[src/rtl/legv8_ctrl_pkg.sv]
// rtl/legv8_ctrl_pkg.sv - shared encodings for the LEGv8 control sequencer
//
// Purpose: state and instruction-class encodings plus the illegal opcode
// pattern, shared by the sequencer and its class encoder.
// Ports: none (package).
package legv8_ctrl_pkg;

  typedef enum logic [1:0] {
    ST_IF   = 2'd0,
    ST_EX   = 2'd1,
    ST_WAIT = 2'd2
  } state_e;

  typedef enum logic [1:0] {
    IC_DATA_IMM = 2'd0,
    IC_BRANCH   = 2'd1,
    IC_MEM      = 2'd2,
    IC_DATA_REG = 2'd3
  } iclass_e;

  // imem_rdata[28:26] value that marks an unallocated encoding.
  localparam logic [2:0] ILLEGAL_OP = 3'b000;

endpackage

[src/rtl/legv8_iclass_encoder.sv]
// rtl/legv8_iclass_encoder.sv - combinational instruction-class decoder
//
// Purpose: maps instruction bits [28:25] to the 2-bit execution class.
// Ports:
//   ir_field  in  4  instruction bits [28:25] (ir_field[0] = bit 25)
//   iclass    out 2  DataImm / Branch / Mem / DataReg
module legv8_iclass_encoder
  import legv8_ctrl_pkg::*;
(
  input  logic [3:0] ir_field,
  output iclass_e    iclass
);

  logic b27, b26, b25;
  // Bit 28 belongs to the decoded field but does not affect the class.
  logic unused_b28;

  assign unused_b28 = ir_field[3];
  assign b27 = ir_field[2];
  assign b26 = ir_field[1];
  assign b25 = ir_field[0];

  assign iclass = iclass_e'({b27, (~b27 & b26) | (b27 & b25)});

endmodule

[src/rtl/legv8_ctrl_sequencer.sv]
// rtl/legv8_ctrl_sequencer.sv - multi-cycle fetch/execute control sequencer
//
// Purpose: fetches an instruction over a req/ack handshake, latches it,
// runs a class-dependent number of execute steps and stalls on data memory
// for the Mem class.
// Ports:
//   clock, reset (async, active-low), run
//   imem_req/imem_ack/imem_rdata  instruction fetch handshake
//   dmem_req/dmem_ack             data memory handshake (Mem class)
//   ir, iclass, state, ex_step, ex_last   registered status
//   ir_load, pc_inc               fetch handshake pulses
//   illegal                       sticky unallocated-encoding flag
module legv8_ctrl_sequencer
  import legv8_ctrl_pkg::*;
#(
  parameter int MAX_EX     = 4,
  parameter int EX_LEN_IMM = 1,
  parameter int EX_LEN_BR  = 1,
  parameter int EX_LEN_MEM = 2,
  parameter int EX_LEN_REG = 1,
  localparam int STEP_W    = (MAX_EX > 1) ? $clog2(MAX_EX) : 1
) (
  input  logic              clock,
  input  logic              reset,
  input  logic              run,
  output logic              imem_req,
  input  logic              imem_ack,
  input  logic [31:0]       imem_rdata,
  output logic              dmem_req,
  input  logic              dmem_ack,
  output logic [31:0]       ir,
  output logic [1:0]        iclass,
  output logic [1:0]        state,
  output logic [STEP_W-1:0] ex_step,
  output logic              ex_last,
  output logic              ir_load,
  output logic              pc_inc,
  output logic              illegal
);

  // Final step index per class; lengths are fixed at elaboration.
  localparam logic [STEP_W-1:0] LAST_IMM = STEP_W'(EX_LEN_IMM - 1);
  localparam logic [STEP_W-1:0] LAST_BR  = STEP_W'(EX_LEN_BR - 1);
  localparam logic [STEP_W-1:0] LAST_MEM = STEP_W'(EX_LEN_MEM - 1);
  localparam logic [STEP_W-1:0] LAST_REG = STEP_W'(EX_LEN_REG - 1);

  state_e            state_q, state_d;
  logic [31:0]       ir_q, ir_d;
  logic [STEP_W-1:0] ex_step_q, ex_step_d;
  logic              illegal_q, illegal_d;
  // A fetch request was raised and not yet accepted; holds imem_req up.
  logic              pend_q, pend_d;
  // Clear during reset and until the first edge after release, so that no
  // request can appear combinationally off run while reset is releasing.
  logic              armed_q, armed_d;

  iclass_e           cls;
  logic [STEP_W-1:0] last_step;
  logic              at_last;
  logic              fetch_hs;

  legv8_iclass_encoder u_iclass_encoder (
    .ir_field (ir_q[28:25]),
    .iclass   (cls)
  );

  always_comb begin
    last_step = LAST_IMM;
    case (cls)
      IC_DATA_IMM: last_step = LAST_IMM;
      IC_BRANCH:   last_step = LAST_BR;
      IC_MEM:      last_step = LAST_MEM;
      IC_DATA_REG: last_step = LAST_REG;
      default:     last_step = LAST_IMM;
    endcase
  end

  assign at_last = (ex_step_q == last_step);

  always_comb begin
    state_d   = state_q;
    ir_d      = ir_q;
    ex_step_d = ex_step_q;
    illegal_d = illegal_q;
    pend_d    = pend_q;
    armed_d   = 1'b1;
    imem_req  = 1'b0;
    dmem_req  = 1'b0;
    ex_last   = 1'b0;
    fetch_hs  = 1'b0;

    case (state_q)
      ST_IF: begin
        imem_req = armed_q & (run | pend_q);
        fetch_hs = imem_req & imem_ack;
        pend_d   = imem_req & ~imem_ack;
        if (fetch_hs) begin
          ir_d = imem_rdata;
          if (imem_rdata[28:26] == ILLEGAL_OP) begin
            // Unallocated encoding: flag it and go straight back to fetch.
            illegal_d = 1'b1;
          end else begin
            state_d   = ST_EX;
            ex_step_d = '0;
          end
        end
      end

      ST_EX: begin
        ex_last = at_last;
        if (at_last) begin
          if (cls == IC_MEM) begin
            dmem_req = 1'b1;
            if (dmem_ack) begin
              state_d   = ST_IF;
              ex_step_d = '0;
            end else begin
              // ex_step stays at the final index for the whole stall.
              state_d = ST_WAIT;
            end
          end else begin
            state_d   = ST_IF;
            ex_step_d = '0;
          end
        end else begin
          ex_step_d = ex_step_q + 1'b1;
        end
      end

      ST_WAIT: begin
        dmem_req = 1'b1;
        ex_last  = 1'b1;
        if (dmem_ack) begin
          state_d   = ST_IF;
          ex_step_d = '0;
        end
      end

      default: begin
        state_d   = ST_IF;
        ex_step_d = '0;
      end
    endcase
  end

  always_ff @(posedge clock or negedge reset) begin
    if (!reset) begin
      state_q   <= ST_IF;
      ir_q      <= '0;
      ex_step_q <= '0;
      illegal_q <= 1'b0;
      pend_q    <= 1'b0;
      armed_q   <= 1'b0;
    end else begin
      state_q   <= state_d;
      ir_q      <= ir_d;
      ex_step_q <= ex_step_d;
      illegal_q <= illegal_d;
      pend_q    <= pend_d;
      armed_q   <= armed_d;
    end
  end

  assign ir      = ir_q;
  assign iclass  = cls;
  assign state   = state_q;
  assign ex_step = ex_step_q;
  assign ir_load = fetch_hs;
  assign pc_inc  = fetch_hs;
  assign illegal = illegal_q;

endmodule

[config.mk]
export PLATFORM = sky130hd
export DESIGN_NAME = legv8_ctrl_sequencer
export DESIGN_NICKNAME = d
export VERILOG_FILES = /design/src/rtl/legv8_ctrl_pkg.sv /design/src/rtl/legv8_iclass_encoder.sv /design/src/rtl/legv8_ctrl_sequencer.sv
export SDC_FILE = /design/constraint.sdc
export NUM_CORES = 1
export LEC_CHECK = 0
export ABC_AREA = 0
export CORE_MARGIN = 4
export CORE_UTILIZATION = 24
export DETAILED_ROUTE_END_ITERATION = 7
export PLACE_DENSITY = 0.49
export SLEW_MARGIN = 20
export SYNTH_ARGS = -nofsm -noshare
export SYNTH_HDL_FRONTEND = slang
export SYNTH_HIERARCHICAL = 1
export SYNTH_SLANG_ARGS = --single-unit
[constraint.sdc]
create_clock -name clock -period 6.5 [get_ports clock]
set_clock_uncertainty 0.1 [all_clocks]
set_input_delay 1.95 -clock clock [delete_from_list [all_inputs] [get_ports clock]]
set_output_delay 1.95 -clock clock [all_outputs]
set_load 0.03 [all_outputs]
# [After elaboration in Yosys (flattened, before gate mapping)]
# Index checks and enable logic that the tools add are counted.
[classes] reduce_logical=8 magnitude_cmp=0 div_mod_pow=0 mul=0 eq_ne=10 n_bitwise=9 shifts=0 n_addsub=1 n_mux=20
[op_table] op="2-bit two-way mux" count=11
[op_table] op="2-bit one-hot mux with 3 select lines" count=2
[op_table] op="2-bit inequality test (second input constant)" count=4
[op_table] op="2-bit == test (second input constant)" count=3
[op_table] op="1-bit AND" count=5
[op_table] op="2-bit by 1-bit == test with 1-bit output (second input constant)" count=2
[op_table] op="2-bit zero test" count=2
[op_table] op="1-bit two-way mux" count=4
[op_table] op="1-bit one-hot mux with 2 select lines" count=2
[op_table] op="2-bit one-hot mux with 2 select lines" count=1
[op_table] op="2-bit AND reduction" count=2
[op_table] op="4-bit AND reduction" count=1
[op_table] op="3-bit zero test" count=1
[op_table] op="3-bit AND reduction" count=1
[op_table] op="3-bit OR reduction" count=1
[op_table] op="2-bit by 1-bit adder with 2-bit output (second input constant)" count=1
[op_table] op="2-bit == test" count=1
[op_table] op="1-bit NOT" count=2
[op_table] op="1-bit bitwise OR" count=2
[totals] mem_count=0 ff_bits=39 in_bits=37 ram_bits=0 rom_bits=0 word_cells=54 latchBits=0

# [Logic depth before layout (Yosys ltp)]
[depth] word_depth=9 depth_mapped=7 mapped_depth_nobuf=6

# [Hierarchy]
# The synthesis kept the hierarchy.
[modules_own_cells] mod="legv8_ctrl_sequencer" cells_each=116 area_each_um2=1731.7 n_inst=1
[modules_own_cells] mod="legv8_iclass_encoder" cells_each=2 area_each_um2=22.5 n_inst=1

# [Worst setup path before layout]
# OpenSTA, ideal clock, no wires.
[synth_timing] path_kind="in2out" from="input port run" to="output port pc_inc" arrival_ps=2827 n_path_buf=2 stages=6 path_slack_ps=1623 cell_sequence="o21a_1 > and2_4 > nand2_4 > inv_4 > buf_6 > buf_4"
[synth_via] elab_chain_cells=4
[synth_lines] item="start: declaration" line_no="legv8_ctrl_sequencer.sv:25" rtl="input logic run,"
[synth_lines] item="1-bit bitwise OR" line_no="legv8_ctrl_sequencer.sv:94" rtl="imem_req = armed_q & (run | pend_q);"
[synth_lines] item="1-bit AND" line_no="legv8_ctrl_sequencer.sv:94"
[synth_lines] item="1-bit AND" line_no="legv8_ctrl_sequencer.sv:95" rtl="fetch_hs = imem_req & imem_ack;"
[synth_lines] item="1-bit two-way mux" line_no="legv8_ctrl_sequencer.sv:92" rtl="case (state_q)"
[synth_lines] item="end: declaration" line_no="legv8_ctrl_sequencer.sv:37" rtl="output logic pc_inc,"
# Every way passes these cells.

# [Worst setup path in the final report]
# Ends and elaborated chain as after synthesis.

==> results.sh <==
export IMPL_status="finished, final reports clean"
export IMPL_wl_per_cell_um=14.5
export IMPL_cts_root_buf="clkbuf_8"
export IMPL_clock_latency_ns=0.29
export IMPL_grt_max_degree=40
export IMPL_cpPeakStageDelay_ns=0.66
export IMPL_crit_end="pc_inc"
export IMPL_post_cts_setup_buffers=0
export IMPL_max_cap_viol_count=0
export IMPL_worst_setup_path_end_kind="output port"
export IMPL_hpwlAfterDp_um=3310
export IMPL_fin_tns_setup_ns=0
export IMPL_max_slew_margin_rel=0.413
export IMPL_worstMarginPinSlew_ns=0.880
export IMPL_arrival_ns=3.56
export IMPL_setup_slack_ns=0.886
export IMPL_row_count=30
export IMPL_hold_class="reg2reg"
export IMPL_fin_crit_sh=0.864
export IMPL_io_pins=81
export IMPL_gp_congestion=0.828
export IMPL_ys_seq_area_frac=0.556
export IMPL_async_reset_ff_frac=1.00
export IMPL_path_delay_family="buffers and inverters"
export IMPL_synth_edf_count=0
export IMPL_cts_tree="yes"
export IMPL_drtIter0Drc=22
export IMPL_fp_dieH_um=93.5
export IMPL_worst_endpoint_required_ns=4.45
export IMPL_via_per_inst=4.17
export IMPL_rsz0062_at_grt="false"
export IMPL_cp_max_fo=3
export IMPL_critical_path_top_cell_by_count="clkdlybuf4s50_1"
export IMPL_crit_start="run"
export IMPL_htreeDepth=2
export IMPL_cts_buffers=5
export IMPL_drv_slew=0
export IMPL_ys_ff_latch=39
export IMPL_cp_num_cells=6
export IMPL_vias=1243
export IMPL_yosysTopAreaCellShare=0.556
export IMPL_syn_area_um2=1750
export IMPL_ir_worst_vdd_mv=0.189
export IMPL_dp_slack_ns=0.861
export IMPL_n_fill_cell=668
export IMPL_hold_viol_final=0
export IMPL_reg2reg_slack_ns=4.21
export IMPL_dr_pass1_iters=4
export IMPL_wirelength_um=4320
export IMPL_reg2regPathDepth=5
export IMPL_postRouteAntennaNets=0
export IMPL_drive_above_1_share=0.257
export IMPL_dieArea_um2=8740
export IMPL_setup_viol=0
export IMPL_synth_most_common_cell="dfrtp_1"
export IMPL_cp_buffers_inverters=3
export IMPL_ys_flop_type="dfrtp_1"
export IMPL_coreArea_um2=6940
export IMPL_reg2reg_from="ir[27]"
export IMPL_grt_overflow_total=0
export IMPL_hold_slack_ns=0.401
export IMPL_areaGrowthSynthToFinish_pct=54.5
export IMPL_start_util=0.253
export IMPL_path_clk_slew_ns=0.08
export IMPL_holdBufCountCts=0
export IMPL_drc=0
export IMPL_max_freq_mhz=178
export IMPL_yosys_area_top_type="dfrtp_1"
export IMPL_io_buffers=80
export IMPL_synth_warnings=6
export IMPL_cp_slowest_cell="clkdlybuf4s50_1"
export IMPL_synth_distinct_cells=32
export IMPL_p_per_area_nw_per_um2=528
export IMPL_post_route_min_period_ns=5.61
export IMPL_cts_buffer_depth=2
export IMPL_synth_common_cells="dfrtp_1 (39), mux2_2 (27), mux2_4 (9), nor2b_1 (5), inv_1 (4)"
export IMPL_nets=241
export IMPL_path_cells="clkdlybuf4s50_1 -> o21a_1 -> and2_4 -> nand2_4 -> inv_4 -> clkdlybuf4s50_1"
export IMPL_synthesis_nets=158
export IMPL_grt_pass1_vias=1329
export IMPL_dieWidth_um=93.5
export IMPL_post_route_util=0.390
export IMPL_num_antenna_cells=0
export IMPL_synthCells=118
export IMPL_grt_antenna_before_repair=0
export IMPL_grt_pass1_wl_um=6920
export IMPL_clock_sinks=39
export IMPL_avgSynthCellArea_um2=14.9
export IMPL_r2r_end="state[1]"
export IMPL_yosys_top_cells_area="dfrtp_1 (56%), mux2_2 (17%), mux2_4 (7.7%)"
export IMPL_path_class="in2out"
export IMPL_p_leak_uw=0.00112
export IMPL_start_kind="primary input"
export IMPL_cts_resized=0
export IMPL_grt_use_total=0.102
## sequential cells by signal (all words and copies together), names as in the netlist
name,cells
state,2
armed_q,1
ir,32
pend_q,1
illegal,1
ex_step,2
## worst min-delay path by stage
stage          startpoint       to  slack, ns  cells past startpoint
5_1_grt           illegal  illegal       0.41                      1
2_1_floorplan      pend_q   pend_q       0.38                      1
4_1_cts           illegal  illegal       0.41                      1
3_3_place_gp      illegal  illegal       0.37                      1
6_report          illegal  illegal       0.40                      1
3_5_place_dp      illegal  illegal       0.39                      1
## power breakdown
part           switching, µW  internal, µW  total [µW]  leakage (µW)
Combinational            443           403         845      0.000609
Sequential              70.7           358         429      0.000473
Clock                   82.3          75.4         158     0.0000422
## logic make-up after synthesis
kind of cell    count (synthesis)  synth area share
compound gates                 13            0.0621
buf+inv                        10            0.0399
fa+ha+maj                       3            0.0214
xor+xnor                        1           0.00499
mux                            36             0.250
simple gates                   15            0.0628
flops                          39             0.556
other cells                     1           0.00214
## cells in the final DEF, fill, tap and decap left out, types with 2 or more instances in the layout
master / instances
ha_1: 3
a21oi_1: 2
inv_1: 4
clkdlybuf4s50_1: 79
mux2_4: 9
o21ai_0: 2
clkbuf_1: 2
mux2_2: 27
clkbuf_8: 5
dfrtp_1: 39
nor2b_1: 5
## layout make-up
class                      count  area [µm²]  share of cell area
clock inverter                 1        5.00             0.00185
inverter                       5        21.3             0.00785
timing repair buffer          81         803               0.296
multi-input combinational     69         708               0.261
sequential                    39         976               0.360
clock buffer                   7        76.3              0.0282
tap                           96         120              0.0443
## through the flow
step	std cells	area (µm²)	power, µW
floorplan	118	1750	944
global placement	290	2630	1270
detailed placement	290	2630	1290
CTS	298	2710	1450
global route	298	2710	1510
finish	298	2710	1430
## per-layer routing
layer / global-route usage / vias to the layer above / share of wire
li1: - / 582 / -
met1: 0.120 / 592 / 0.40
met2: 0.161 / 63 / 0.46
met3: 0.0507 / 6 / 0.12
met4: 0.0354 / 0 / 0.013
met5: 0 / - / 0
No activity file was read; power rests on OpenSTA's default activity.
